<file path="config.mk">
export PLATFORM = sky130hd
export DESIGN_NAME = fg_config_loader_flat
export DESIGN_NICKNAME = d
export VERILOG_FILES = /design/src/rtl/fg_config_loader_if.sv /design/src/rtl/fg_config_loader.sv /design/src/flat_wrapper.sv
export SDC_FILE = /design/constraint.sdc
export NUM_CORES = 1
export LEC_CHECK = 0
export ABC_AREA = 1
export ABC_CLOCK_PERIOD_IN_PS = 2600
export CELL_PAD_IN_SITES_DETAIL_PLACEMENT = 0
export CELL_PAD_IN_SITES_GLOBAL_PLACEMENT = 1
export CORE_MARGIN = 1
export CORE_UTILIZATION = 37
export DETAILED_ROUTE_END_ITERATION = 7
export PLACE_DENSITY_LB_ADDON = 0.1
export SLEW_MARGIN = 15
export SYNTH_ARGS = -nofsm -noshare
export SYNTH_HDL_FRONTEND = slang
export SYNTH_SLANG_ARGS = --single-unit
</file>
<file path="constraint.sdc">
create_clock -name clk_i -period 2.6 [get_ports clk_i]
set_input_delay 0.52 -clock clk_i [delete_from_list [all_inputs] [get_ports clk_i]]
set_output_delay 0.52 -clock clk_i [all_outputs]
set_load 0.005 [all_outputs]
</file>
<file path="src/rtl/fg_config_loader_if.sv">
// fg_config_loader_if: framed byte stream into the config loader
interface fg_config_loader_if;
    logic [7:0] data;
    logic       dataValid;
    logic       dataReady;
    logic       frameStart;
    modport master(output data, dataValid, frameStart, input dataReady);
    modport slave(input data, dataValid, frameStart, output dataReady);
endinterface

</file>
<file path="src/rtl/fg_config_loader.sv">
// fg_config_loader: assembles a shadow CR bus from framed bytes and commits it atomically,
// optionally aligned to the generator sample strobe
module fg_config_loader #(
    parameter int                             CONFIG_REG_BITWIDTH = 64,
    parameter bit                             SYNC_COMMIT         = 1'b1,
    parameter int                             TIMEOUT_CYCLES      = 255,
    parameter logic [CONFIG_REG_BITWIDTH-1:0] RESET_CONFIG        = '0
) (
    input  logic                           clk_i,
    input  logic                           rst_n,
    fg_config_loader_if.slave              cfg,
    input  logic                           sampleStrb_i,
    output logic [CONFIG_REG_BITWIDTH-1:0] CR_bus_o,
    output logic                           outputEnable_o,
    output logic                           commitDone_o,
    output logic                           frameError_o,
    output logic                           busy_o
);
    localparam int CBW    = CONFIG_REG_BITWIDTH;
    localparam int NBYTES = CBW / 8;
    localparam int CNTW   = $clog2(NBYTES) + 1;
    localparam int TW     = $clog2(TIMEOUT_CYCLES + 1);

    typedef enum logic [1:0] {IDLE, LOAD, COMMIT_WAIT} state_t;

    state_t           r_state, w_state;
    logic [CNTW-1:0]  r_cnt, w_cnt;
    logic [TW-1:0]    r_to, w_to;
    logic [2:0]       r_cmd, w_cmd;
    logic [CBW-1:0]   r_shadow, w_shadow, r_cr, w_cr;
    logic             r_oe, w_oe, r_done, w_done, r_err, w_err;
    logic             w_acc;

    assign cfg.dataReady  = rst_n && r_state != COMMIT_WAIT;
    assign w_acc          = cfg.dataValid && cfg.dataReady;
    assign CR_bus_o       = r_cr;
    assign outputEnable_o = r_oe;
    assign commitDone_o   = r_done;
    assign frameError_o   = r_err;
    assign busy_o         = r_state != IDLE;

    always_comb begin
        w_state  = r_state;
        w_cnt    = r_cnt;
        w_to     = r_to;
        w_cmd    = r_cmd;
        w_shadow = r_shadow;
        w_cr     = r_cr;
        w_oe     = r_oe;
        w_done   = 1'b0;
        w_err    = 1'b0;
        // frameStart overrides everything; a byte taken with it is a fresh command
        if (cfg.frameStart || r_state == IDLE) begin
            w_state = IDLE;
            w_cnt   = '0;
            w_to    = '0;
            w_err   = cfg.frameStart && r_state != IDLE;
            if (w_acc) begin
                if (cfg.data[7:4] == 4'hA) begin
                    w_cmd   = cfg.data[2:0];
                    w_state = cfg.data[1] ? LOAD : COMMIT_WAIT;
                end else begin
                    w_err = 1'b1;
                end
            end
        end else if (r_state == LOAD) begin
            if (w_acc) begin
                for (int k = 0; k < NBYTES; k++)
                    if (r_cnt == CNTW'(k)) w_shadow[CBW-1-8*k -: 8] = cfg.data;
                w_to  = '0;
                w_cnt = r_cnt + CNTW'(1);
                if (r_cnt == CNTW'(NBYTES - 1)) begin
                    w_state = COMMIT_WAIT;
                    w_cnt   = '0;
                end
            end else if (r_to == TW'(TIMEOUT_CYCLES - 1)) begin
                w_err   = 1'b1;
                w_state = IDLE;
                w_to    = '0;
                w_cnt   = '0;
            end else begin
                w_to = r_to + TW'(1);
            end
        end else if (!SYNC_COMMIT || !r_oe || sampleStrb_i) begin
            w_oe    = r_cmd[0];
            w_cr    = r_cmd[2] ? r_shadow : r_cr;
            w_done  = 1'b1;
            w_state = IDLE;
        end
    end

    always_ff @(posedge clk_i) begin
        if (!rst_n) begin
            r_state  <= IDLE;
            r_cnt    <= '0;
            r_to     <= '0;
            r_cmd    <= '0;
            r_shadow <= RESET_CONFIG;
            r_cr     <= RESET_CONFIG;
            r_oe     <= 1'b0;
            r_done   <= 1'b0;
            r_err    <= 1'b0;
        end else begin
            r_state  <= w_state;
            r_cnt    <= w_cnt;
            r_to     <= w_to;
            r_cmd    <= w_cmd;
            r_shadow <= w_shadow;
            r_cr     <= w_cr;
            r_oe     <= w_oe;
            r_done   <= w_done;
            r_err    <= w_err;
        end
    end
endmodule
</file>
<file path="src/flat_wrapper.sv">
// flat-port wrapper written by rule: the top's interface ports become plain ports
module fg_config_loader_flat 
#(
    parameter int                             CONFIG_REG_BITWIDTH = 64,
    parameter bit                             SYNC_COMMIT         = 1'b1,
    parameter int                             TIMEOUT_CYCLES      = 255,
    parameter logic [CONFIG_REG_BITWIDTH-1:0] RESET_CONFIG        = '0
)
  (clk_i, rst_n, sampleStrb_i, CR_bus_o, outputEnable_o, commitDone_o, frameError_o, busy_o, cfg_data, cfg_dataValid, cfg_frameStart, cfg_dataReady);
  fg_config_loader_if cfg_i ();
  input  logic clk_i;
  input  logic rst_n;
  input  logic sampleStrb_i;
  output logic [CONFIG_REG_BITWIDTH-1:0] CR_bus_o;
  output logic outputEnable_o;
  output logic commitDone_o;
  output logic frameError_o;
  output logic busy_o;
  input wire logic [$bits(cfg_i.data)-1:0] cfg_data;
  input wire logic [$bits(cfg_i.dataValid)-1:0] cfg_dataValid;
  input wire logic [$bits(cfg_i.frameStart)-1:0] cfg_frameStart;
  output wire logic [$bits(cfg_i.dataReady)-1:0] cfg_dataReady;
  assign cfg_i.data = cfg_data;
  assign cfg_i.dataValid = cfg_dataValid;
  assign cfg_i.frameStart = cfg_frameStart;
  assign cfg_dataReady = cfg_i.dataReady;
  fg_config_loader #(.CONFIG_REG_BITWIDTH(CONFIG_REG_BITWIDTH), .SYNC_COMMIT(SYNC_COMMIT), .TIMEOUT_CYCLES(TIMEOUT_CYCLES), .RESET_CONFIG(RESET_CONFIG)) u_core (.clk_i(clk_i), .rst_n(rst_n), .cfg(cfg_i), .sampleStrb_i(sampleStrb_i), .CR_bus_o(CR_bus_o), .outputEnable_o(outputEnable_o), .commitDone_o(commitDone_o), .frameError_o(frameError_o), .busy_o(busy_o));
endmodule
</file>
Word-level counts from Yosys, hierarchy flattened
Cells that the tools add are included.

Eq/ne operators: 13. Multiplexer cells: 21. Reduce and logical (&&, ||, !) cells: 26. Bitwise logic cells: 3. Add/subtract/negate cells: 2.

Operator list (count): 4-bit AND reduction (9); 2-bit two-way mux (9); 4-bit by 3-bit equality test with 1-bit output, second input constant (4); 8-bit two-way mux (2); 4-bit two-way mux (3); 3-bit AND reduction (3); 8-bit by 1-bit adder with 8-bit output, second input constant (1); 4-bit by 2-bit equality test with 1-bit output, second input constant (2); 8-bit equality test, second input constant (1); 1-bit two-way mux (7); 4-bit by 1-bit adder with 4-bit output, second input constant (1); 4-bit by 1-bit equality test with 1-bit output, second input constant (1); 4-bit equality test, second input constant (1); 4-bit logical NOT (1); 4-bit by 2-bit inequality test with 1-bit output, second input constant (1); 4-bit inequality test, second input constant (1); 2-bit nonzero test (2); 1-bit logical AND (3); 1-bit NOT (3); 3-bit nonzero test (1); 3-bit OR reduction (1); 2-bit by 1-bit equality test with 1-bit output, second input constant (1); 2-bit logical NOT (1); 1-bit logical OR (2); 4 further kinds (4).

Output and inout bits: 69. Input port bits: 13. Register bits: 148. Word-level logic and storage cells: 81.

Longest topological paths before layout
Gate-level depths: netlist of run 1.

Depth after elaboration: 6. Mapped depth: 11. Mapped depth without buffers: 11.

Worst setup path before layout of run 1
Ideal clock, no wire load.

Path kind: input -> register. Start point: input port rst_n. End point: register u_core.r_shadow[1]. Setup slack: 959 ps. Cell stages on the path: 8. Data required time: 2487 ps. Setup time: 113 ps. Buffers on the path: 1. Data arrival time: 1528 ps. Path through: buf_2 > nand4_4 > nor2_8 > inv_4 > nor2_8 > inv_2 > nor2_1 > nor2_1.

Cells in the longest elaborated chain, start to end: 3.

Ends and longest elaborated chain: start: declaration (line flat_wrapper.sv:12) `input logic rst_n;`; 1-bit logical AND (line fg_config_loader.sv:34) `assign cfg.dataReady = rst_n && r_state != COMMIT_WAIT;`; 1-bit logical AND (line fg_config_loader.sv:35) `assign w_acc = cfg.dataValid && cfg.dataReady;`; 4-bit AND reduction (no line); end signal: assignment (line fg_config_loader.sv:108) `r_shadow <= w_shadow;`; end: declaration (line fg_config_loader.sv:30) `logic [CBW-1:0] r_shadow, w_shadow, r_cr, w_cr;`.

Parallel ways exist; a longest one is shown, timed or not. A chain may end at the register's enable or synchronous reset.

Worst setup path after layout of run 1
Start point: register u_core.r_state[0]. End point: output port cfg_dataReady.

Cells in the longest elaborated chain, start to end: 2.

Ends and longest elaborated chain: start: declaration (line fg_config_loader.sv:26) `state_t r_state, w_state;`; start signal: assignment (line fg_config_loader.sv:104) `r_state <= w_state;`; 2-bit inequality test (line fg_config_loader.sv:34); 1-bit logical AND (line fg_config_loader.sv:34); end: declaration (line flat_wrapper.sv:22) `output wire logic [$bits(cfg_i.dataReady)-1:0] cfg_dataReady;`.

Every way passes these cells.

==> results of run 1 <==
power groups by stage:
stage	Combinational (mW)	Sequential (mW)	Clock (mW)
global route	0.168	2.25	2.37
finish	0.152	2.26	2.21
detailed placement	0.153	2.30	0
global placement	0.153	2.30	0
CTS	0.154	2.25	2.27
floorplan	0.0792	2.30	0
critical path, stage by stage, from the launching register on:
cell             delay [ns]
dfxtp_1                0.50
inv_1                  0.10
a21oi_1                0.14
clkdlybuf4s50_1        0.52
cell usage after synthesis, types with 2 or more instances:
master	n	area, sq um
nor2_8	2	40.0
nand3_1	13	65.1
inv_1	20	75.1
clkinv_2	7	35.0
buf_2	8	40.0
inv_2	6	22.5
o22ai_1	2	12.5
clkbuf_1	13	48.8
buf_1	2	7.51
a21oi_1	7	35.0
nor3b_1	2	15.0
dfxtp_1	147	2940
nand4_4	8	170
ha_1	6	75.1
xor2_1	3	26.3
o21ai_0	5	25.0
o21ai_1	129	646
buf_4	7	52.6
nor2_1	281	1050
xnor2_1	2	17.5
nand2_1	24	90.1
layer usage:
metal	routed length [um]	share of wire (%)
met5	0	0
met4	196	1.5
met3	387	3.0
met2	6040	47
met1	6280	49
cell families (layout without fill, tap and decap cells):
group	Yosys count	count (layout)	synth area share (%)
flip-flops	147	147	53.1
XOR/XNOR	5	5	0.791
adder cells (fa/ha/maj)	6	6	1.36
AO/OA/AOI/OAI	146	146	13.4
buffers and inverters	64	156	5.20
AND/OR/NAND/NOR	332	332	26.1
per-stage QoR:
stage | power, mW | setup slack [ns]
after floorplan | 2.38 | 0.959
after global placement | 2.46 | 0.366
after detailed placement | 2.46 | 0.308
after CTS | 4.68 | 0.380
after global routing | 4.79 | 0.315
final | 4.62 | 0.417
worst min path at each step:
stage                                startpoint                                to  slack [ns]  depth (start not counted)
2_1_floorplan      u_core.r_cmd[2]$_SDFFE_PN0P_      u_core.r_cmd[2]$_SDFFE_PN0P_        0.43                          2
3_3_place_gp       u_core.r_cmd[2]$_SDFFE_PN0P_      u_core.r_cmd[2]$_SDFFE_PN0P_        0.46                          2
3_5_place_dp   u_core.CR_bus_o[61]$_SDFFE_PN0P_  u_core.CR_bus_o[61]$_SDFFE_PN0P_        0.47                          2
4_1_cts                                   rst_n  u_core.r_shadow[58]$_SDFFE_PN0P_        0.43                          3
6_report                                  rst_n  u_core.r_shadow[58]$_SDFFE_PN0P_        0.46                          3
5_1_grt                                   rst_n  u_core.r_shadow[60]$_SDFFE_PN0P_        0.46                          3
flip-flops by register name, summed over array words and instances (netlist names):
name / flops
u_core.CR_bus_o: 64
u_core.commitDone_o: 1
u_core.frameError_o: 1
u_core.outputEnable_o: 1
u_core.r_cmd: 2
u_core.r_cnt: 4
u_core.r_shadow: 64
u_core.r_state: 2
u_core.r_to: 8
area by class of cell:
| class | count | share of cell area (%) |
|---|---|---|
| timing repair buffer | 90 | 12.8 |
| sequential | 147 | 41.7 |
| tap | 184 | 3.26 |
| inverter | 34 | 1.97 |
| clock inverter | 10 | 0.815 |
| multi-input combinational | 489 | 32.7 |
| clock buffer | 22 | 6.85 |
==> impl_metrics.env, run 1 <==
export IMPL_status="finished clean"
export IMPL_nets=798
export IMPL_cts_resized=0
export IMPL_first_iter_violations=355
export IMPL_switching_share_pct=21.7
export IMPL_grt_pass1_wl_mm=21.6
export IMPL_crit_start="u_core.r_state[0]$_SDFFE_PN0P_"
export IMPL_max_freq_mhz=458
export IMPL_p_per_area_nw_per_um2=653
export IMPL_tightestPinTransition_ns=0.655
export IMPL_start_util_pct=38.0
export IMPL_critPathRequiredTime_ns=2.08
export IMPL_synth_warnings=0
export IMPL_final_cell_mix="281 x nor2_1, 147 x dfxtp_1, 129 x o21ai_1, 80 x clkdlybuf4s50_1, 23 x nand2_1"
export IMPL_crit_arrival_ns=1.66
export IMPL_place_hpwl_mm=8.52
export IMPL_r2r_cells=7
export IMPL_netSwitchingPower_mw=1.00
export IMPL_critPathCaptureType="primary output"
export IMPL_cts_clk_slew_worst_paths_ns=0.06
export IMPL_r2r_start="u_core.r_state[0]$_SDFFE_PN0P_"
export IMPL_maxSlewViolCount=0
export IMPL_die_area_sq_um=15500
export IMPL_path_class="reg -> out"
export IMPL_groute_usage_overall_pct=17.7
export IMPL_placed_area_sq_um=6520
export IMPL_drt_first_pass_iters=4
export IMPL_vias=4629
export IMPL_hp_class="in -> reg"
export IMPL_busiest_layer="met2"
export IMPL_regArea_sq_um=2940
export IMPL_grt_max_degree=69
export IMPL_postRouteAntennaNets=0
export IMPL_whs_ns=0.456
export IMPL_synthesis_area_sq_um=5540
export IMPL_p_seq_share_pct=48.9
export IMPL_use_met3_pct=3.87
export IMPL_utilization_pct=48.4
export IMPL_avgSynthCellArea_sq_um=7.91
export IMPL_routed_via_density=4.74
export IMPL_grt_use_met1_pct=22.8
export IMPL_globalplace_congestion=0.805
export IMPL_yosys_register_bits=147
export IMPL_regToRegSetupSlack_ns=0.93
export IMPL_instances_no_fill=976
export IMPL_tritoncts="built"
export IMPL_ioPinCount=82
export IMPL_vdd_drop_max_mv=0.391
export IMPL_synth_seq_area_share_pct=53.1
export IMPL_syn_inst=700
export IMPL_fin_crit_sh_pct=84.0
export IMPL_fin_area_sq_um=7060
export IMPL_postCtsHoldBufs=0
export IMPL_diodes=0
export IMPL_grtUsageMet2_pct=28.3
export IMPL_clockRootBuffer="clkbuf_16"
export IMPL_post_cts_buffers=0
export IMPL_max_slew_margin_rel_pct=56.2
export IMPL_die_x_um=124
export IMPL_ys_types=27
export IMPL_die_y_um=124
export IMPL_syn_nets=719
export IMPL_grt_pass1_vias=4394
export IMPL_htree_levels=4
export IMPL_p_clk_share_pct=47.8
export IMPL_cts_buffers=17
export IMPL_async_reset_ff_share_pct=0
export IMPL_rows=44
export IMPL_rsz0062_at_grt="false"
export IMPL_multiInputGateArea_sq_um=2310
export IMPL_insertion_delay_ns=0.42
export IMPL_crit_path_start_kind="flop"
export IMPL_grt_overflow_total=0
export IMPL_nFillCells=1451
export IMPL_fin_tns_setup_ns=0
export IMPL_fin_skew_ns=0.00550
export IMPL_p_leak_nw=2.62
export IMPL_antenna_found_initial=0
export IMPL_finalHoldViolCount=0
export IMPL_core_area_sq_um=14600
export IMPL_drc=0
export IMPL_combPwrFrac_pct=3.3
export IMPL_ys_flop_type="dfxtp_1"
export IMPL_finalCriticalPeriod_ns=2.18
export IMPL_worstPathMaxFanout=6
export IMPL_drv_cap=0
export IMPL_synthToLayoutAreaGrowth_pct=27.6
export IMPL_wl_mm=12.9
export IMPL_final_common_cell="nor2_1"
export IMPL_wl_per_cell_um=13.2
export IMPL_final_setup_viol_count=0
export IMPL_reg2reg_to="u_core.r_shadow[1]$_SDFFE_PN0P_"
export IMPL_place_inst=944
export IMPL_synth_edff_count=0
export IMPL_cts_buffer_depth=2
export IMPL_layout_drive_gt1_share_pct=8.46
export IMPL_p_int_mw=3.61
export IMPL_clkSinkCount=147
export IMPL_port_buffers=81
export IMPL_crit_end="cfg_dataReady"
Note: power is estimated with default switching activity, not from simulation.
==> run 2, diff against run 1 <==
--- a/config.mk
+++ b/config.mk
@@ -6,7 +6,7 @@
 export NUM_CORES = 1
 export LEC_CHECK = 0
 export ABC_AREA = 1
-export ABC_CLOCK_PERIOD_IN_PS = 2600
+export ABC_CLOCK_PERIOD_IN_PS = 2100
 export CELL_PAD_IN_SITES_DETAIL_PLACEMENT = 0
 export CELL_PAD_IN_SITES_GLOBAL_PLACEMENT = 1
 export CORE_MARGIN = 1
==> constraint.sdc (replaced) <==
create_clock -name clk_i -period 2.1 [get_ports clk_i]
set_input_delay 0.42 -clock clk_i [delete_from_list [all_inputs] [get_ports clk_i]]
set_output_delay 0.42 -clock clk_i [all_outputs]
set_load 0.005 [all_outputs]
==> impl_metrics.env, run 2 (synthesis results as in run 1) <==
export IMPL_status="finished clean"
export IMPL_grt_max_degree=113
export IMPL_path_buf_inv=2
export IMPL_fin_skew_ns=0.0113
export IMPL_fin_crit_sh_pct=93.7
export IMPL_nets=809
export IMPL_rows=44
export IMPL_postRouteAntennaNets=0
export IMPL_critPathCaptureType="primary output"
export IMPL_max_slew_margin_rel_pct=38.2
export IMPL_drv_cap=0
export IMPL_worstPathMaxFanout=6
export IMPL_max_freq_mhz=508
export IMPL_grt_pass1_vias=4415
export IMPL_die_area_sq_um=15500
export IMPL_cts_buffers=17
export IMPL_cts_clk_slew_worst_paths_ns=0.06
export IMPL_drc=0
export IMPL_tightestPinTransition_ns=0.928
export IMPL_crit_chain="inv_1 -> a21oi_1 -> clkdlybuf4s50_1"
export IMPL_cpMaxStageDelayCell="clkdlybuf4s50_1"
export IMPL_groute_usage_overall_pct=17.5
export IMPL_vdd_drop_max_mv=0.471
export IMPL_wl_mm=12.8
export IMPL_start_util_pct=38.0
export IMPL_p_per_area_nw_per_um2=831
export IMPL_clockRootBuffer="clkbuf_16"
export IMPL_grt_pass1_wl_mm=21.5
export IMPL_htree_levels=4
export IMPL_die_y_um=124
export IMPL_globalplace_congestion=0.789
export IMPL_cts_buffer_depth=2
export IMPL_nFillCells=1428
export IMPL_drt_first_pass_iters=5
export IMPL_fin_tns_setup_ns=0
export IMPL_maxSlewViolCount=0
export IMPL_crit_path_start_kind="flop"
export IMPL_wl_per_cell_um=13.0
export IMPL_clkSinkCount=147
export IMPL_critPathRequiredTime_ns=1.68
export IMPL_vias=4563
export IMPL_diodes=0
export IMPL_layout_drive_gt1_share_pct=9.85
export IMPL_rsz0062_at_grt="false"
export IMPL_final_common_cell="nor2_1"
export IMPL_cp_slowest_stage_delay_ns=0.52
export IMPL_insertion_delay_ns=0.43
export IMPL_place_hpwl_mm=8.75
export IMPL_final_setup_viol_count=0
export IMPL_core_area_sq_um=14600
export IMPL_post_cts_buffers=0
export IMPL_first_iter_violations=280
export IMPL_finalHoldViolCount=0
export IMPL_die_x_um=124
export IMPL_whs_ns=0.349
export IMPL_synthToLayoutAreaGrowth_pct=30.3
export IMPL_final_cell_mix="281 x nor2_1, 146 x dfxtp_1, 129 x o21ai_1, 80 x clkdlybuf4s50_1, 23 x nand2_1"
export IMPL_routed_via_density=4.63
export IMPL_ioPinCount=82
export IMPL_crit_family="buffers and inverters"
export IMPL_hp_class="in -> reg"
export IMPL_crit_arrival_ns=1.55
export IMPL_path_class="reg -> out"
export IMPL_antenna_found_initial=0
export IMPL_p_leak_nw=2.70
export IMPL_utilization_pct=49.5
export IMPL_tritoncts="built"
export IMPL_finalCriticalPeriod_ns=1.97
export IMPL_port_buffers=81
export IMPL_grt_overflow_total=0
run 2: worst register-to-register path, stage by stage, from the launching register on:
cell	delay, ns
dfxtp_1	0.38
ha_1	0.29
nand3_1	0.30
nor2_8	0.27
inv_2	0.10
nor2_1	0.11
nor2_1	0.06
run 2: per-layer routing:
metal  global-route usage, %  vias up  share of wire, %
met1                    22.3     2023                48
li1                        -     2444                 -
met4                    7.37        0               1.9
met5                       0        -                 0
met2                    28.1       78                46
met3                    4.25       18               3.6
run 2: cell type report:
cell class	instances	area, sq um	area share [%]
Sequential cell	147	2940	40.8
Multi-Input combinational cell	489	2310	32.0
Timing Repair Buffer	101	996	13.8
Clock inverter	9	103	1.42
Inverter	34	139	1.92
Clock buffer	22	494	6.85
Tap cell	184	230	3.19
run 2: worst paths after layout:
| check | from | endpoint | slack [ns] | cells past startpoint |
|---|---|---|---|---|
| worst max-delay path | u_core.r_state[0]$_SDFFE_PN0P_ | cfg_dataReady | 0.13 | 3 |
| worst min-delay path | rst_n | u_core.r_state[0]$_SDFFE_PN0P_ | 0.35 | 3 |
| worst max register to register | u_core.r_cnt[0]$_SDFFE_PP0P_ | u_core.r_shadow[7]$_SDFFE_PN0P_ | 0.48 | 6 |
| worst min register to register | u_core.r_cmd[2]$_SDFFE_PN0P_ | u_core.r_cmd[2]$_SDFFE_PN0P_ | 0.46 | 2 |
run 2: repair_timing:
| item | in CTS | in global routing |
|---|---|---|
| hold buffers | 0 | 0 |
| setup endpoints to repair | 0 | 1 |
| gates resized for setup | 0 | 1 |
run 2: per-stage QoR:
step | cell area (sq um) | worst slack (ns) | total power [mW] | instances
global placement | 6620 | 0.0912 | 3.05 | 955
CTS | 7210 | 0.0177 | 6.06 | 986
floorplan | 5540 | 0.559 | 2.95 | 700
global route | 7220 | 0.0658 | 6.21 | 986
detailed placement | 6620 | 0.0441 | 3.05 | 955
finish | 7220 | 0.132 | 6.00 | 986
run 2: power by group:
| group | switching (mW) | total, mW | internal [mW] |
|---|---|---|---|
| clock network | 1.12 | 3.01 | 1.89 |
| logic | 0.120 | 0.194 | 0.0739 |
| registers | 0.000922 | 2.79 | 2.79 |
==> run 3, diff against run 2 <==
--- a/config.mk
+++ b/config.mk
@@ -6,13 +6,12 @@
 export NUM_CORES = 1
 export LEC_CHECK = 0
 export ABC_AREA = 1
-export ABC_CLOCK_PERIOD_IN_PS = 2100
 export CELL_PAD_IN_SITES_DETAIL_PLACEMENT = 0
 export CELL_PAD_IN_SITES_GLOBAL_PLACEMENT = 1
 export CORE_MARGIN = 1
 export CORE_UTILIZATION = 37
 export DETAILED_ROUTE_END_ITERATION = 7
-export PLACE_DENSITY_LB_ADDON = 0.1
+export PLACE_DENSITY = 0.71
 export SLEW_MARGIN = 15
 export SYNTH_ARGS = -nofsm -noshare
 export SYNTH_HDL_FRONTEND = slang
==> impl_metrics.env, run 3 (synthesis results as in run 1) <==
export IMPL_status="finished clean"
export IMPL_core_area_sq_um=14600
export IMPL_postRouteAntennaNets=0
export IMPL_switching_share_pct=20.8
export IMPL_rsz0062_at_grt="false"
export IMPL_path_class="reg -> out"
export IMPL_finalHoldViolCount=0
export IMPL_finalCriticalPeriod_ns=1.95
export IMPL_critPathCaptureType="primary output"
export IMPL_start_util_pct=38.0
export IMPL_wl_mm=12.9
export IMPL_path_buf_inv=2
export IMPL_regArea_sq_um=2940
export IMPL_maxSlewViolCount=0
export IMPL_wl_per_cell_um=13.1
export IMPL_holdPathStages=3
export IMPL_layout_drive_gt1_share_pct=9.25
export IMPL_hp_class="in -> reg"
export IMPL_reg2reg_to="u_core.CR_bus_o[59]$_SDFFE_PN0P_"
export IMPL_ioPinCount=82
export IMPL_clockRootBuffer="clkbuf_16"
export IMPL_crit_arrival_ns=1.53
export IMPL_grt_max_degree=81
export IMPL_p_int_mw=4.70
export IMPL_max_freq_mhz=512
export IMPL_grt_pass1_wl_mm=21.8
export IMPL_netSwitchingPower_mw=1.24
export IMPL_insertion_delay_ns=0.42
export IMPL_max_slew_margin_rel_pct=55.2
export IMPL_antenna_found_initial=0
export IMPL_p_seq_share_pct=47.0
export IMPL_worstPathMaxFanout=6
export IMPL_htree_levels=4
export IMPL_p_per_area_nw_per_um2=828
export IMPL_whs_endpoint="u_core.frameError_o$_SDFF_PN0_"
export IMPL_final_cell_mix="281 x nor2_1, 146 x dfxtp_1, 129 x o21ai_1, 80 x clkdlybuf4s50_1, 23 x nand2_1"
export IMPL_die_x_um=124
export IMPL_routed_via_density=4.69
export IMPL_diodes=0
export IMPL_r2r_cells=8
export IMPL_nFillCells=1409
export IMPL_clkSinkCount=147
export IMPL_combPwrFrac_pct=3.3
export IMPL_power_mw=5.93
export IMPL_crit_chain="inv_1 -> a21oi_1 -> clkdlybuf4s50_1"
export IMPL_cpMaxStageDelayCell="clkdlybuf4s50_1"
export IMPL_first_iter_violations=190
export IMPL_fin_crit_sh_pct=93.1
export IMPL_final_common_cell="nor2_1"
export IMPL_globalplace_congestion=0.787
export IMPL_rows=44
export IMPL_p_leak_nw=2.67
export IMPL_final_setup_viol_count=0
export IMPL_crit_family="buffers and inverters"
export IMPL_groute_usage_overall_pct=17.6
export IMPL_fin_skew_ns=0.00574
export IMPL_cts_buffers=17
export IMPL_nets=806
export IMPL_p_clk_share_pct=49.7
export IMPL_r2r_start="u_core.r_state[1]$_SDFFE_PN0P_"
export IMPL_post_cts_buffers=0
export IMPL_multiInputGateArea_sq_um=2310
export IMPL_synthToLayoutAreaGrowth_pct=29.4
export IMPL_cp_slowest_stage_delay_ns=0.52
export IMPL_die_area_sq_um=15500
export IMPL_cts_buffer_depth=2
export IMPL_hold_start="rst_n"
export IMPL_vias=4613
export IMPL_drt_first_pass_iters=4
export IMPL_vdd_drop_max_mv=0.483
export IMPL_place_hpwl_mm=8.85
export IMPL_grt_overflow_total=0
export IMPL_drv_cap=0
export IMPL_fin_tns_setup_ns=0
export IMPL_tritoncts="built"
export IMPL_grt_pass1_vias=4409
export IMPL_regToRegSetupSlack_ns=0.43
export IMPL_crit_path_start_kind="flop"
export IMPL_port_buffers=81
export IMPL_drc=0
export IMPL_utilization_pct=49.1
export IMPL_critPathRequiredTime_ns=1.68
export IMPL_cts_clk_slew_worst_paths_ns=0.06
export IMPL_tightestPinTransition_ns=0.672
export IMPL_die_y_um=124
run 3: changes by cell type in the layout (fill, tap and decap cells not counted), sizes merged:
cell      delta
buf          -3
clkbuf       +1
clkinv       +1
clkinvlp     -1
run 3: final cells by class:
type                       instances  share of cell area [%]
clock inverter                     9                    1.45
inverter                          34                    1.94
multi-input combinational        489                    32.2
sequential                       147                    41.1
tap                              184                    3.21
clock buffer                      23                    6.67
timing repair buffer              98                    13.4
run 3: power by group through the flow:
stage	logic [mW]	clock network [mW]	registers [mW]
6_report	0.194	2.95	2.79
5_1_grt	0.215	3.14	2.79
4_1_cts	0.196	3.02	2.79
3_5_place_dp	0.195	0	2.85
3_3_place_gp	0.195	0	2.85
2_1_floorplan	0.0981	0	2.85
run 3: repair_timing:
action                                  4_1_cts  5_1_grt
endpoints found under the setup margin        0        1
hold buffers                                  0        0
resized for setup                             0        1
run 3: per-stage QoR:
step | hold slack (ns) | instance area, sq um | setup WS (ns) | std cells
after floorplan | 0.430 | 5540 | 0.559 | 700
after global placement | 0.443 | 6580 | 0.0289 | 952
after detailed placement | 0.450 | 6580 | 0.0501 | 952
after CTS | 0.260 | 7160 | 0.0267 | 984
after global routing | 0.274 | 7170 | 0.0669 | 984
final | 0.262 | 7170 | 0.145 | 984
run 3: worst max-delay path by stage:
stage / slack [ns] / startpoint / depth (start not counted) / endpoint
floorplan: 0.56 / rst_n / 8 / u_core.r_shadow[1]$_SDFFE_PN0P_
global route: 0.07 / u_core.r_state[0]$_SDFFE_PN0P_ / 3 / cfg_dataReady
detailed placement: 0.05 / cfg_dataValid / 7 / u_core.r_shadow[13]$_SDFFE_PN0P_
global placement: 0.03 / cfg_frameStart / 8 / u_core.CR_bus_o[61]$_SDFFE_PN0P_
CTS: 0.03 / u_core.r_state[0]$_SDFFE_PN0P_ / 3 / cfg_dataReady
finish: 0.15 / u_core.r_state[0]$_SDFFE_PN0P_ / 3 / cfg_dataReady
run 3: layer usage:
layer	part of all wire [%]	global-route usage, %
met5	0	0
met4	1.9	7.44
met1	48	22.7
met3	4.2	4.34
met2	46	28.0
run 3: worst reg2reg max path: cells and delay by family (launching register included):
family | cells | cell delay [ns]
AND/OR/NAND/NOR | 4 | 0.54
buffers and inverters | 3 | 0.39
AO/OA/AOI/OAI | 1 | 0.24
flip-flops | 1 | 0.39
==> variant 1 (settings of run 2) <==
`SYNC_COMMIT` is set to 1'b1 in 2 places; all go to 1'b0.
--- a/src/rtl/fg_config_loader.sv
+++ b/src/rtl/fg_config_loader.sv
@@ -2,7 +2,7 @@
 // optionally aligned to the generator sample strobe
 module fg_config_loader #(
     parameter int                             CONFIG_REG_BITWIDTH = 64,
-    parameter bit                             SYNC_COMMIT         = 1'b1,
+    parameter bit                             SYNC_COMMIT         = 1'b0,
     parameter int                             TIMEOUT_CYCLES      = 255,
     parameter logic [CONFIG_REG_BITWIDTH-1:0] RESET_CONFIG        = '0
 ) (
--- a/src/flat_wrapper.sv
+++ b/src/flat_wrapper.sv
@@ -2,7 +2,7 @@
 module fg_config_loader_flat 
 #(
     parameter int                             CONFIG_REG_BITWIDTH = 64,
-    parameter bit                             SYNC_COMMIT         = 1'b1,
+    parameter bit                             SYNC_COMMIT         = 1'b0,
     parameter int                             TIMEOUT_CYCLES      = 255,
     parameter logic [CONFIG_REG_BITWIDTH-1:0] RESET_CONFIG        = '0
 )
Check against the original RTL: not equivalent (Yosys sat finds a counterexample within 10 cycles, from zero or initial values and one cycle with rst_n low).
==> variant 1 against run 2 <==
- cell area is 3.9% higher
- largest power group is now registers
- routed wire length is 7.0% higher
- global-route usage is 0.16 points higher
- count of clock-buffer cells in the layout is 2 higher
- setup slack better by 0.025 ns
- first-iteration DRC count is 35% higher
- area after synthesis is 6.1% higher
- sequential cell count stayed put
- power is 5.8% lower
- highest routed layer is now met5
==> variant 1: results (changes against run 2) <==
stage,metric,value,unit,change
power,power.total,5.65,mW,-5.8%
clock_network,clkSinkCount,147,,unchanged
synthesis,synthCells,770,,+10%
global_route,met1_usage,22.8,%,+0.55 points
final_layout,multi_input_area_share,31.7,%,-0.35 points
final_layout,clk_share,6.94,%,-1.3 points
synthesis,synth_cell_type_count,23,,-15%
hold_path,min_path_type,in -> reg,,
critical_path,cp.arrival,1.52,ns,-0.03 ns
route,totalWireLength,13700,µm,+7.0%
final_layout,n_all_inverters,94,,+180%
final_layout,nClkBuffers,24,,+9.1%
global_route,antenna_found_initial,1,,+1
power,ir_drop,0.526,mV,+12%
final_layout,final-nonclk-buf-share,13.9,%,+0.12 points
global_route,grt_util_all_layers,17.6,%,+0.16 points
final_layout,seq_share,39.3,%,-1.5 points
clock_network,clock-root-buffer,clkbuf_16,,
final_layout,syn_to_final_growth,27.6,%,
place,place_area,6980,µm²,+5.4%
synthesis,synth_warnings,0,,unchanged
route,drt-wirelength-per-cell,12.8,µm,-1.1%
run_status,status,finished clean,,
synthesis,synth-seq-area-share,50.1,%,-3.1 points
route,drt-met1-wl,6520,µm,+5.9%
route,met3_length,649,µm,+39%
synthesis,yosys-top-cells-area,"dfxtp_1 (50%), a21oi_1 (11%), nand3_1 (6.2%)",,
route,top_layer_used,met5,,
route,wl_met2,6320,µm,+7.0%
power,p_leak,2.71,nW,+0.39%
route,dr.pass1.iters,4,,-1
route,drt-initial-drc-count,378,,+35%
synthesis,synth_commonest_cells,"dfxtp_1 (147), a21oi_1 (128), inv_1 (91)",,
final_layout,final_layout_size_suffix_gt1_share,7.72,%,-2.1 points
place,post-place-ws,0.0778,ns,+0.0337 ns
critical_path,cp_max_fo,3,,-3
timing,fin_skew,0.00783,ns,-0.00347 ns
clock_network,clkLatencyLatePin,0.41,ns,-0.02 ns
final_layout,multi_input_cells,482,,-1.4%
synthesis,syn_avg_cell_area,7.63,µm²,-3.5%
power,p_sw_share,21.0,%,+0.30 points
place,gp_congestion,0.754,,-4.5%
synthesis,syn_nets,789,,+9.7%
power,seq_cell_power,2.79,mW,about the same
critical_path,max_stage_delay,0.49,ns,-0.03 ns
global_route,grt_pass1_wl,22600,µm,+5.1%
global_route,grt_pass1_vias,4549,,+3.0%
synthesis,postSynth.asyncResetShare,0,%,unchanged
place,io_buffers,80,,-1.2%
final_layout,n_all_buffers,103,,+2.0%
final_layout,n_fill_cell,1515,,+6.1%
power,clk-power,2.67,mW,-11%
global_route,use_met3,4.30,%,+0.046 points
timing,timing.slew.headroom,69.2,%,+31 points
global_route,grt.met2_usage,28.2,%,+0.12 points
place,dp.cells,1037,,+8.6%
global_route,grt_max_degree,121,,+7.1%
route,vias_per_cell,4.76,,+2.9%
place,hpwl,8930,µm,+2.0%
final_layout,nets,864,,+6.8%
[variant 1: changes by cell type in the layout (fill, tap and decap cells not counted), moves of 8 or more]
cell and delta:
inv_1 +71, nand2_1 +66, o21ai_1 -121, nor2_1 -198
a21oi_1 +121, nand4_4 -8, nand3_1 +59, o21ai_0 +64
[variant 1: worst paths after layout]
kind / startpoint / end / slack, ns / depth (start not counted)
hold reg to reg: u_core.CR_bus_o[13] / u_core.CR_bus_o[13] / 0.44 / 2
setup / recovery: u_core.r_state[0] / cfg_dataReady / 0.16 / 5
hold / removal: rst_n / u_core.frameError_o / 0.32 / 3
setup reg to reg: u_core.r_cnt[0] / u_core.r_shadow[7] / 0.45 / 8
[variant 1: kinds of logic (layout without fill, tap and decap cells)]
logic type               count (synthesis)  in the layout  synth area share [%]
XOR/XNOR                                 5              5                 0.745
AO/OA/AOI/OAI                          206            206                  17.6
flip-flops                             147            147                  50.1
adder cells (fa/ha/maj)                  6              6                  1.28
buffers and inverters                  141            226                  9.75
AND/OR/NAND/NOR                        265            265                  20.5
==> variant 2 (config.mk and constraints of run 2) <==
Without the edit above. Take the reset off `r_to` and load it in a clocked block of its own.
--- a/src/rtl/fg_config_loader.sv
+++ b/src/rtl/fg_config_loader.sv
@@ -93,7 +93,6 @@
         if (!rst_n) begin
             r_state  <= IDLE;
             r_cnt    <= '0;
-            r_to     <= '0;
             r_cmd    <= '0;
             r_shadow <= RESET_CONFIG;
             r_cr     <= RESET_CONFIG;
@@ -103,7 +102,6 @@
         end else begin
             r_state  <= w_state;
             r_cnt    <= w_cnt;
-            r_to     <= w_to;
             r_cmd    <= w_cmd;
             r_shadow <= w_shadow;
             r_cr     <= w_cr;
@@ -112,4 +110,8 @@
             r_err    <= w_err;
         end
     end
+
+    always_ff @(posedge clk_i) begin
+        r_to <= w_to;
+    end
 endmodule
Check against the original RTL: no difference found for any inputs over 4 cycles, from zero or initial values and one cycle with rst_n low; that may be too few to reach the edited logic, so the function may still have changed.
==> variant 2 against run 2 <==
- cell area decreased by 1.2%
- setup slack improved by 0.0079 ns
- routed wire length increased by 1.2%
- critical path type unchanged
- sequential cell count unchanged
- highest routed layer unchanged
- area after synthesis decreased by 1.7%
- clock skew decreased by 0.0049 ns
- power increased by 2.2%
- register-to-register slack got worse by 0.07 ns
- largest cell class unchanged
==> variant 2: results (changes against run 2) <==
stage,metric,value,unit,change
synthesis,synth-seq-area-share,54.1,%,+0.94 points
clock_network,htree_levels,4,,unchanged
timing,setup_viol,0,,unchanged
critical_path,cp_max_fo,5,,-1
synthesis,postSynth.asyncResetShare,0,%,unchanged
final_layout,n_fill_cell,1383,,-3.2%
clock_network,cts_setup_buffers,0,,unchanged
clock_network,cts_buffer_depth,2,,unchanged
global_route,grt_pass1_wl,21100,µm,-1.8%
timing,worst-slew-pin-transition,0.570,ns,-0.358 ns
final_layout,final_cells,928,,-5.9%
place,dp.cells,895,,-6.3%
clock_network,clock-root-buffer,clkbuf_16,,
final_layout,final_layout_size_suffix_gt1_share,11.5,%,+1.7 points
run_status,status,finished clean,,
synthesis,syn_avg_cell_area,8.38,µm²,+6.0%
route,drt-met1-wl,6320,µm,+2.6%
route,drt-initial-drc-count,302,,+7.9%
clock_network,cts_buffers,17,,unchanged
route,drt-wirelength-per-cell,13.9,µm,+7.5%
final_layout,nets,753,,-6.9%
clock_network,cts_resized,0,,unchanged
power,ir_drop,0.545,mV,+16%
power,p_sw_share,19.7,%,-1.1 points
route,top_layer_used,met4,,
place,post-place-ws,-0.0753,ns,-0.119 ns
global_route,antenna_found_initial,1,,+1
place,io_buffers,81,,unchanged
power,p_leak,2.53,nW,-6.3%
synthesis,synth_commonest_cells,"dfxtp_1 (147), o21ai_0 (119), a21oi_1 (87)",,
synthesis,syn_nets,668,,-7.1%
route,met3_length,681,µm,+46%
job,drv_cap,0,,unchanged
synthesis,yosys-top-cells-area,"dfxtp_1 (54%), o21ai_0 (11%), a21oi_1 (8.0%)",,
global_route,grt_max_degree,135,,+19%
place,hpwl,8430,µm,-3.7%
global_route,grt_util_all_layers,18.4,%,+0.95 points
place,gp_congestion,0.772,,-2.1%
route,wl_met2,5780,µm,-2.2%
global_route,grt_pass1_vias,4233,,-4.1%
clock_network,clkLatencyLatePin,0.41,ns,-0.02 ns
hold_path,min_path_type,in -> reg,,
synthesis,synth_cell_type_count,26,,-3.7%
power,seq_power_share,45.5,%,-1.1 points
route,dr.pass1.iters,4,,-1
timing,fin_skew,0.00641,ns,-0.00489 ns
route,num_vias,4531,,-0.70%
synthesis,synth-main-ff-cell,dfxtp_1,,
critical_path,cp.arrival,1.54,ns,
variant 2: changes by cell type after synthesis, sizes merged, moves of 3 or more:
cell    before  now
nor2       283   81
a21oi        7  103
inv         27   69
nor3         0   11
nand4        9    1
clkinv       7    0
nand2       25   30
o21ai      134  139
buf         17   21
nand3       13   16
variant 2: metrics by stage:
step           util [%]  hold WS (ns)  cell area, µm²
2_1_floorplan         -         0.430            5440
4_1_cts            50.6         0.309            7130
6_report           50.6         0.328            7130
3_3_place_gp       46.1         0.440            6500
5_1_grt            50.6         0.346            7130
3_5_place_dp       46.1         0.446            6500
variant 2: critical path, stage by stage (launching register included):
cell,delay (ns)
dfxtp_1,0.42
inv_2,0.07
a21oi_1,0.12
clkdlybuf4s50_1,0.51
variant 2: cells by family after synthesis:
family | share of synthesized area [%]
compound gates | 23.7
xor+xnor | 1.13
fa+ha+maj | 1.38
buf+inv | 8.21
flops | 54.1
simple gates | 11.5
variant 2: path summary, 6_finish.rpt:
path / slack (ns) / startpoint / end / cells after the start
hold / removal: 0.33 / rst_n / u_core.commitDone_o / 3
hold reg to reg: 0.45 / u_core.r_shadow[44] / u_core.r_shadow[44] / 2
setup / recovery: 0.14 / u_core.r_state[0] / cfg_dataReady / 3
setup reg to reg: 0.41 / u_core.r_state[0] / u_core.r_shadow[25] / 6
variant 2: routing by layer:
metal	vias up	track usage, %
met3	8	4.61
met4	0	8.21
met5	-	0
li1	2326	-
met1	2109	25.1
met2	88	27.3
variant 2: cell type report:
type,instances,share of cell area [%]
antenna,1,0.0351
clock buffer,23,6.71
clock inverter,9,2.12
inverter,69,3.65
multi-input combinational,397,28.8
sequential,147,41.3
tap,180,3.16
timing repair buffer,102,14.3
variant 2: power by group through the flow:
stage / Sequential (mW) / Combinational, mW / Clock [mW]
floorplan: 2.85 / 0.0687 / 0
global placement: 2.85 / 0.154 / 0
detailed placement: 2.85 / 0.154 / 0
CTS: 2.79 / 0.156 / 3.27
global route: 2.79 / 0.170 / 3.38
finish: 2.79 / 0.154 / 3.18
